File: src/rtl/sti_cmd_sequencer.sv
// sti_cmd_sequencer: buffers host commands and issues one STI_DAC transfer per command,
// tracking completion by so_valid bits. Optional watchdog enabled by defining STI_WDOG_EN.
module sti_cmd_sequencer #(
    parameter int DEPTH   = 4,
    parameter int AW      = 2,
    parameter int TIMEOUT = 64
) (
    input  logic        clk,
    input  logic        reset,
    input  logic        cmd_valid,
    output logic        cmd_ready,
    input  logic [15:0] cmd_data,
    input  logic [1:0]  cmd_len,
    input  logic        cmd_fill,
    input  logic        cmd_msb,
    input  logic        cmd_low,
    input  logic        cmd_last,
    output logic        load,
    output logic [15:0] pi_data,
    output logic [1:0]  pi_length,
    output logic        pi_fill,
    output logic        pi_msb,
    output logic        pi_low,
    output logic        pi_end,
    input  logic        so_valid,
    input  logic        oem_finish,
    output logic        busy,
    output logic        done,
    output logic        err
);
    localparam logic [2:0] S_IDLE  = 3'd0;
    localparam logic [2:0] S_LOAD  = 3'd1;
    localparam logic [2:0] S_WAIT  = 3'd2;
    localparam logic [2:0] S_SHIFT = 3'd3;
    localparam logic [2:0] S_GAP   = 3'd4;
    localparam logic [2:0] S_FIN   = 3'd5;

    // Entry layout: {last, low, msb, fill, len[1:0], data[15:0]}
    logic [21:0]   r_mem [DEPTH];
    logic [AW-1:0] r_wptr;
    logic [AW-1:0] r_rptr;
    logic [AW:0]   r_count;
    logic [2:0]    r_state;
    logic [2:0]    w_next;
    logic [4:0]    r_bits;
    logic          r_done;
    logic [15:0]   r_pi_data;
    logic [1:0]    r_pi_length;
    logic          r_pi_fill;
    logic          r_pi_msb;
    logic          r_pi_low;
    logic          r_pi_end;
    logic [21:0]   w_head;
    logic          w_full;
    logic          w_empty;
    logic          w_push;
    logic          w_pop;
    logic          w_last_bit;
    logic          w_shifting;
    logic          w_timeout;

    assign w_head     = r_mem[r_rptr];
    assign w_full     = (r_count == (AW+1)'(DEPTH));
    assign w_empty    = (r_count == '0);
    assign cmd_ready  = !w_full && !reset;
    assign w_push     = cmd_valid && cmd_ready;
    assign w_shifting = (r_state == S_WAIT) || (r_state == S_SHIFT);
    assign w_last_bit = (r_state == S_SHIFT) && so_valid && (r_bits == '0);
    // A watchdog expiry in WAIT/SHIFT drops the head; in FIN it was already popped.
    assign w_pop      = w_last_bit || (w_timeout && w_shifting);

    assign load      = (r_state == S_LOAD);
    assign busy      = (r_state != S_IDLE);
    assign done      = r_done;
    assign pi_data   = r_pi_data;
    assign pi_length = r_pi_length;
    assign pi_fill   = r_pi_fill;
    assign pi_msb    = r_pi_msb;
    assign pi_low    = r_pi_low;
    assign pi_end    = r_pi_end;

    always_comb begin
        w_next = r_state;
        case (r_state)
            S_IDLE:  if (!w_empty) w_next = S_LOAD;
            S_LOAD:  w_next = S_WAIT;
            S_WAIT:  if (so_valid) w_next = S_SHIFT;
            S_SHIFT: if (w_last_bit) w_next = r_pi_end ? S_FIN : S_GAP;
            S_GAP:   w_next = w_empty ? S_IDLE : S_LOAD;
            S_FIN:   if (oem_finish) w_next = S_IDLE;
            default: w_next = S_IDLE;
        endcase
        if (w_timeout) w_next = S_IDLE;
    end

    always_ff @(posedge clk) begin
        if (w_push) r_mem[r_wptr] <= {cmd_last, cmd_low, cmd_msb, cmd_fill, cmd_len, cmd_data};
    end

    always_ff @(posedge clk or posedge reset) begin
        if (reset) begin
            r_state     <= S_IDLE;
            r_wptr      <= '0;
            r_rptr      <= '0;
            r_count     <= '0;
            r_bits      <= '0;
            r_done      <= 1'b0;
            r_pi_data   <= '0;
            r_pi_length <= '0;
            r_pi_fill   <= 1'b0;
            r_pi_msb    <= 1'b0;
            r_pi_low    <= 1'b0;
            r_pi_end    <= 1'b0;
        end else begin
            r_state <= w_next;
            r_done  <= (r_state == S_FIN) && oem_finish;
            if (w_push) r_wptr <= r_wptr + 1'b1;
            if (w_pop)  r_rptr <= r_rptr + 1'b1;
            case ({w_push, w_pop})
                2'b10:   r_count <= r_count + 1'b1;
                2'b01:   r_count <= r_count - 1'b1;
                default: r_count <= r_count;
            endcase
            // Capture on entry so pi_* are already valid during the load strobe.
            if (w_next == S_LOAD) begin
                r_pi_data   <= w_head[15:0];
                r_pi_length <= w_head[17:16];
                r_pi_fill   <= w_head[18];
                r_pi_msb    <= w_head[19];
                r_pi_low    <= w_head[20];
                r_pi_end    <= w_head[21];
                r_bits      <= {w_head[17:16], 3'b111};
            end else if (w_shifting && so_valid && (r_bits != '0)) begin
                r_bits <= r_bits - 1'b1;
            end
        end
    end

`ifdef STI_WDOG_EN
    localparam int TW = $clog2(TIMEOUT + 1);

    logic [TW-1:0] r_wdog;
    logic          r_err;
    logic          w_wd_act;

    // Counts only idle cycles of a waiting state; any progress or state exit clears it.
    assign w_wd_act  = w_shifting ? !so_valid : ((r_state == S_FIN) && !oem_finish);
    assign w_timeout = w_wd_act && (r_wdog == TW'(TIMEOUT - 1));
    assign err       = r_err;

    always_ff @(posedge clk or posedge reset) begin
        if (reset) begin
            r_wdog <= '0;
            r_err  <= 1'b0;
        end else begin
            if (!w_wd_act || w_timeout) r_wdog <= '0;
            else                        r_wdog <= r_wdog + 1'b1;
            if (w_timeout) r_err <= 1'b1;
        end
    end
`else
    logic w_unused_timeout;

    // TIMEOUT only matters when the watchdog is built in.
    assign w_unused_timeout = (TIMEOUT > 0);
    assign w_timeout        = 1'b0;
    assign err              = 1'b0;
`endif

endmodule

File: config.mk
export PLATFORM = sky130hd
export DESIGN_NAME = sti_cmd_sequencer
export DESIGN_NICKNAME = d
export VERILOG_FILES = /design/src/rtl/sti_cmd_sequencer.sv
export SDC_FILE = /design/constraint.sdc
export NUM_CORES = 1
export LEC_CHECK = 0
export ABC_CLOCK_PERIOD_IN_PS = 2100
export CAP_MARGIN = 40
export CORE_MARGIN = 3
export CORE_UTILIZATION = 53
export CTS_BUF_LIST = sky130_fd_sc_hd__clkbuf_4 sky130_fd_sc_hd__clkbuf_8
export DETAILED_ROUTE_END_ITERATION = 12
export GPL_ROUTABILITY_DRIVEN = 0
export GPL_TIMING_DRIVEN = 1
export PLACE_DENSITY = 0.79
export REMOVE_ABC_BUFFERS = 1
export SLEW_MARGIN = 0
export SYNTH_ARGS = -nofsm -noshare
export SYNTH_HDL_FRONTEND = slang
export SYNTH_SLANG_ARGS = --single-unit
File: constraint.sdc
create_clock -name clk -period 2.1 [get_ports clk]
set_input_delay 0.42 -clock clk [delete_from_list [all_inputs] [get_ports clk]]
set_output_delay 0.42 -clock clk [all_outputs]
set_load 0.02 [all_outputs]
==> results.toml, run 1 <==
[power]
net-switching-power_uw = 2510
power.internal_uw = 6008
leakagePower_uw = 0.002385
power_frac_clock_pct = 26.0
switching_share_pct = 29.46
p_per_area_nw_per_um2 = 1323
comb_power_share_pct = 32.1
ir_drop_v = 0.0006985
seq_power_share_pct = 41.9
p_total_uw = 8518

[clock_network]
htreeDepth = 4
ctsLongestPathBuffers = 2
cts_made_buffers = 17
clock_sinks = 126
clock_latency_ns = 0.43
cts_hold_buf = 0
clock-root-buffer = "clkbuf_8"
cts.clk_slew.worst_paths_ns = 0.08
cts_tree = "built"

[grt]
overflow = 0
grt_max_degree = 39
grt_use_total_pct = 19.09
antenna_found_initial = 0
grt_pass1_wl_um = 14440
first_global_vias = 2757

[synthesis]
ys.flop_type = "edfxtp_1"
syn_avg_cell_area_um2 = 19.90
synth_warnings = 0
synth_edf_count = 88
synth_cell_types = 49
synthCells = 253
async_flop_share_pct = 30.16
ys_ff_latch = 126
ys_seq_area_share_pct = 71.39
syn_area_um2 = 5034

[status]
violations = "setup timing"
status = "finished, violations left"

[detailed_routing]
final_antenna_net_count = 0
dr.first_iter.drc_count = 118
wl_per_cell_um = 18.55
vias = 2613
vias_per_cell = 5.355
first_pass_iters = 4
drc = 0
wl_um = 9053

[sta]
layout_setup_ws_ns = -0.1241
fmaxAchievable_mhz = 449.6
finalMaxSlewViolations = 0
finalCritPeriodShare_pct = 105.9
hold_viol_final = 0
finalSetupViolations = 1
hold_ws_ns = 0.4801
rsz0062_at_grt = "yes"
worstMarginPinSlew_ns = 0.5095
fin_skew_ns = 0.01201
min_period_ns = 2.224
relSlewSlack_pct = 66.03

[critical_path]
arrival_ns = 2.57
worstRegToRegCells = 12
r2r-end = "r_count[2]"
cp-end-kind = "register"
crit_fanout = 2
critPathLaunch = "r_bits[0]"
cp.required_ns = 2.45
regToRegSetupSlack_ns = -0.12
critPathCapture = "r_count[2]"
regToRegStartpoint = "r_bits[0]"
crit_type = "reg -> reg"
cp-start-kind = "register"

[floorplanning]
die_h_um = 103.5
ios = 54
dieArea_um2 = 10700
start_util_pct = 56.08
core_region_area_um2 = 8976
fp-row-count = 34
die_x_um = 103.5

[hold_path]
hp-class = "in -> async"

[placed_design]
portBuffers = 52
dpl-instance-area_um2 = 5909
place_inst = 450
place.detailed.hpwl_um = 6024

[final_layout]
instances_no_fill = 488
area_delta_synth_final_pct = 27.91
layout-drive-gt1-share_pct = 35.36
antenna_cells = 0
final_nets = 384
utilization_pct = 71.73
final_area_um2 = 6439

[run]
cap_viol_max_count = 0
[routing by layer]
| metal | routed length (µm) | GRT usage [%] | vias to the layer above |
|---|---|---|---|
| met1 | 3757 | 24.15 | 1350 |
| met4 | 125 | 8.167 | 0 |
| met5 | 0 | 0 | - |
| met3 | 383 | 6.237 | 16 |
| li1 | - | - | 1179 |
| met2 | 4786 | 30.49 | 68 |
[layout make-up]
cell class	instances	area, µm²
Sequential cell	126	3596
Clock buffer	18	247.7
Tap cell	126	157.7
Multi-Input combinational cell	106	1371
Inverter	11	43.79
Clock inverter	14	180.2
Fill cell	526	2537
Timing Repair Buffer	87	842.1
[synth_stat cells (3+ instances only)]
cell type / number / area share, %
and2_1: 5 / 0.62
buf_2: 3 / 0.30
dfrtp_1: 38 / 19
edfxtp_1: 88 / 52
ha_1: 7 / 1.7
inv_1: 11 / 0.82
mux2_2: 3 / 0.67
mux2_4: 19 / 5.7
mux4_2: 22 / 9.8
nand3_1: 4 / 0.40
nor2_1: 3 / 0.22
o21ai_0: 3 / 0.30
xnor2_1: 4 / 0.70
[cells in the final DEF, fill, tap and decap left out, types with 6 or more instances in the layout]
cell,n
inv_1,6
clkdlybuf4s50_1,49
edfxtp_1,88
mux2_4,19
mux4_2,22
dfrtp_1,36
clkbuf_8,18
buf_4,30
[worst min path at each step]
stage,from,endpoint,cells past startpoint
2_1_floorplan,r_count[2],r_count[2],1
3_3_place_gp,pi_length[0],pi_length[0],1
3_5_place_dp,pi_length[0],pi_length[0],1
4_1_cts,reset,done,3
5_1_grt,reset,r_count[0],3
6_report,reset,r_count[0],3
[cell families after synthesis]
group | share of synthesized area, %
multiplexers | 16.38
AND/OR/NAND/NOR | 4.450
AO/OA/AOI/OAI | 2.013
buffers and inverters | 2.511
flip-flops | 71.39
XOR/XNOR | 1.044
other | 0.07450
adder cells (fa/ha/maj) | 2.138
[sequential cells by signal (all words and copies together) (netlist names)]
signal     count
pi_data       16
pi_length      2
r_wptr         2
pi_end         1
r_state        3
r_bits         5
r_rptr         2
r_count        3
done           1
pi_msb         1
pi_low         1
r_mem         88
pi_fill        1
[power by group through the flow]
stage / logic, µW / registers [µW] / clock network (µW)
2_1_floorplan: 1210 / 3870 / 0
3_3_place_gp: 2580 / 3580 / 0
3_5_place_dp: 2670 / 3600 / 0
4_1_cts: 2710 / 3570 / 2280
5_1_grt: 2930 / 3640 / 2390
6_report: 2730 / 3570 / 2210
[critical path, stage by stage (launching register included)]
cell and delay [ns]:
dfrtp_1 0.39, inv_2 0.09, ha_4 0.13, nor4b_4 0.21, buf_4 0.18, nand3_4 0.08, inv_4 0.07, ha_4 0.13
inv_2 0.04, fa_2 0.40, xor2_2 0.15, nor2_1 0.12, xor2_1 0.15
[stage by stage]
step / TNS (ns) / setup WS [ns]
2_1_floorplan: -0.4981 / -0.2189
3_3_place_gp: -0.2224 / -0.2035
3_5_place_dp: -0.7788 / -0.3145
4_1_cts: -0.1248 / -0.1248
5_1_grt: -0.2399 / -0.2083
6_report: -0.1241 / -0.1241
[what timing repair did]
| item | CTS | global route |
|---|---|---|
| gates resized for setup | 9 | 9 |
| setup endpoints to repair | 5 | 2 |
| gates cloned | 0 | 0 |
| buffers inserted | 3 | 3 |
| pin swaps | 0 | 3 |
(Power assumes the default switching activity.)
==> inputs of run 2 (changes only) <==
ABC_CLOCK_PERIOD_IN_PS = 2900   (was 2100)
CORE_UTILIZATION = 59   (was 53)
PLACE_DENSITY = 0.83   (was 0.79)
clock period = 2.9 ns   (was 2.1 ns; I/O delays follow)
==> run 2 against run 1 <==
Net effect:
- the flow now finishes without violations
- sequential power fell by 27%
- count of clock-buffer cells in the layout rose by 4
- core utilization rose by 2.5 points
- first-iteration DRC count fell by 18%
- via count fell by 3.8%
- sequential share of layout area rose by 2.8 points
- clock power fell by 33%
- non-clock buffer count fell by 23
- critical path depth did not move
- setup slack improved by 0.55 ns
- clock skew fell by 0.0016 ns
==> results.toml, run 2 (same netlist as run 1, synthesis figures left out) <==
[sta]
fin_skew_ns = 0.01041
finalCritPeriodShare_pct = 85.23
hold_viol_final = 0
relSlewSlack_pct = 51.90
finalMaxSlewViolations = 0
min_period_ns = 2.472
worstMarginPinSlew_ns = 0.7215
rsz0062_at_grt = "no"
setup_tns_ns = 0
layout_setup_ws_ns = 0.4282
fmaxAchievable_mhz = 404.6
finalSetupViolations = 0

[clock_network]
cts_made_buffers = 17
cts-resized-gates = 0
clock_latency_ns = 0.43
ctsLongestPathBuffers = 2
clock_sinks = 126
cts.clk_slew.worst_paths_ns = 0.07
cts_tree = "built"
htreeDepth = 4
cts_setup_buffers = 0
clock-root-buffer = "clkbuf_8"
cts_hold_buf = 0

[critical_path]
regToRegSetupSlack_ns = 0.43
cp_num_cells = 12
cpPeakStageDelay_ns = 0.39
cp-end-kind = "register"
crit_fanout = 7
arrival_ns = 2.82
crit_type = "reg -> reg"
worstRegToRegCells = 12
critPathCapture = "r_count[2]"
cp.required_ns = 3.25
r2r-end = "r_count[2]"
regToRegStartpoint = "r_bits[0]"
path_delay_family = "adder cells"
cp-start-kind = "register"
path_buf_inv = 4
path_cells = "inv_1 > ha_1 > nor4b_2 > buf_4 > nand3_1 > inv_1 > ha_1 > inv_1 > fa_1 > xor2_1 > nor2_1 > xor2_1"
slowest_stage = "dfrtp_1"
path_common_cell = "inv_1"
critPathLaunch = "r_bits[0]"

[final_layout]
largest_reg_flops = 88
regMostFlops = "r_mem"
layout_common_cells = "88 x edfxtp_1, 52 x clkdlybuf4s50_1, 37 x dfrtp_1"
final_nets = 361
final_area_um2 = 6127
layout-drive-gt1-share_pct = 27.73
antenna_cells = 0
area_delta_synth_final_pct = 21.73
final_common_cell = "edfxtp_1"

[floorplanning]
ios = 54
start_util_pct = 60.95
core_region_area_um2 = 8258
fp-row-count = 33
die_h_um = 98.37
die_x_um = 98.37
dieArea_um2 = 9676

[run]
cap_viol_max_count = 0

[placed_design]
portBuffers = 52
preCtsSetupSlack_ns = 0.2705
place.detailed.hpwl_um = 5427
dpl-instance-area_um2 = 5729

[hold_path]
hp-class = "reg -> reg"

[power]
ir_drop_v = 0.0006341
leakagePower_uw = 0.002239
p_total_uw = 5827
p_per_area_nw_per_um2 = 951.0

[grt]
grt_pass1_wl_um = 14120
first_global_vias = 2787
grt_max_degree = 39
grt_use_total_pct = 19.76
overflow = 0
antenna_found_initial = 0

[detailed_routing]
final_antenna_net_count = 0
wl_met3_um = 423
vias = 2514
drc = 0
wl_met2_um = 4558
first_pass_iters = 5
wl_um = 8707
wirelength_met1_um = 3599
wl_per_cell_um = 19.61
dr.first_iter.drc_count = 97
highest_layer = "met4"
vias_per_cell = 5.662

[status]
status = "completed"
run 2: report_power, final:
| part | total (µW) | leakage [µW] | internal [µW] | switching, µW |
|---|---|---|---|---|
| registers | 2600 | 0.00125 | 2320 | 273 |
| clock network | 1490 | 0.000196 | 835 | 659 |
| logic | 1740 | 0.000789 | 977 | 760 |
| total | 5830 | 0.00224 | 4130 | 1690 |
run 2: worst min-delay path by stage:
stage	startpoint	to	depth (start not counted)
after detailed placement	pi_length[0]	pi_length[0]	1
after floorplan	r_count[2]	r_count[2]	1
after global routing	pi_data[8]	pi_data[8]	1
after CTS	pi_length[0]	pi_length[0]	1
after global placement	pi_length[0]	pi_length[0]	1
final	pi_data[2]	pi_data[2]	1
run 2: through the flow:
| stage | hold WS (ns) | instances | utilization, % |
|---|---|---|---|
| 2_1_floorplan | 0.4844 | 243 | - |
| 3_3_place_gp | 0.4649 | 412 | 69.38 |
| 3_5_place_dp | 0.4950 | 412 | 69.38 |
| 4_1_cts | 0.5095 | 444 | 74.20 |
| 5_1_grt | 0.5255 | 444 | 74.20 |
| 6_report | 0.5099 | 444 | 74.20 |
run 2: area by class of cell:
type / count / area [µm²]
Clock buffer: 22 / 284.0
Clock inverter: 10 / 113.9
Fill cell: 500 / 2131
Inverter: 11 / 41.29
Multi-Input combinational cell: 106 / 1314
Sequential cell: 126 / 3595
Tap cell: 105 / 131.4
Timing Repair Buffer: 64 / 648.1
run 2: worst register-to-register path, cell delays in order (launching register included):
cell and delay [ns]:
dfrtp_1 0.39, inv_1 0.10, ha_1 0.19, nor4b_2 0.23
buf_4 0.20, nand3_1 0.16, inv_1 0.10, ha_1 0.17
inv_1 0.06, fa_1 0.37, xor2_1 0.15, nor2_1 0.13
xor2_1 0.15
run 2: layer usage:
metal  track usage, %  up-vias
met5                0        -
met4            8.403        0
met3            6.357       14
met2            32.61       74
met1            24.19     1290
li1                 -     1136
==> inputs of run 3 (changes only) <==
CAP_MARGIN = default   (was 40)
==> results of run 3 <==
Final layout, timing and power as in run 2 (identical DEF).
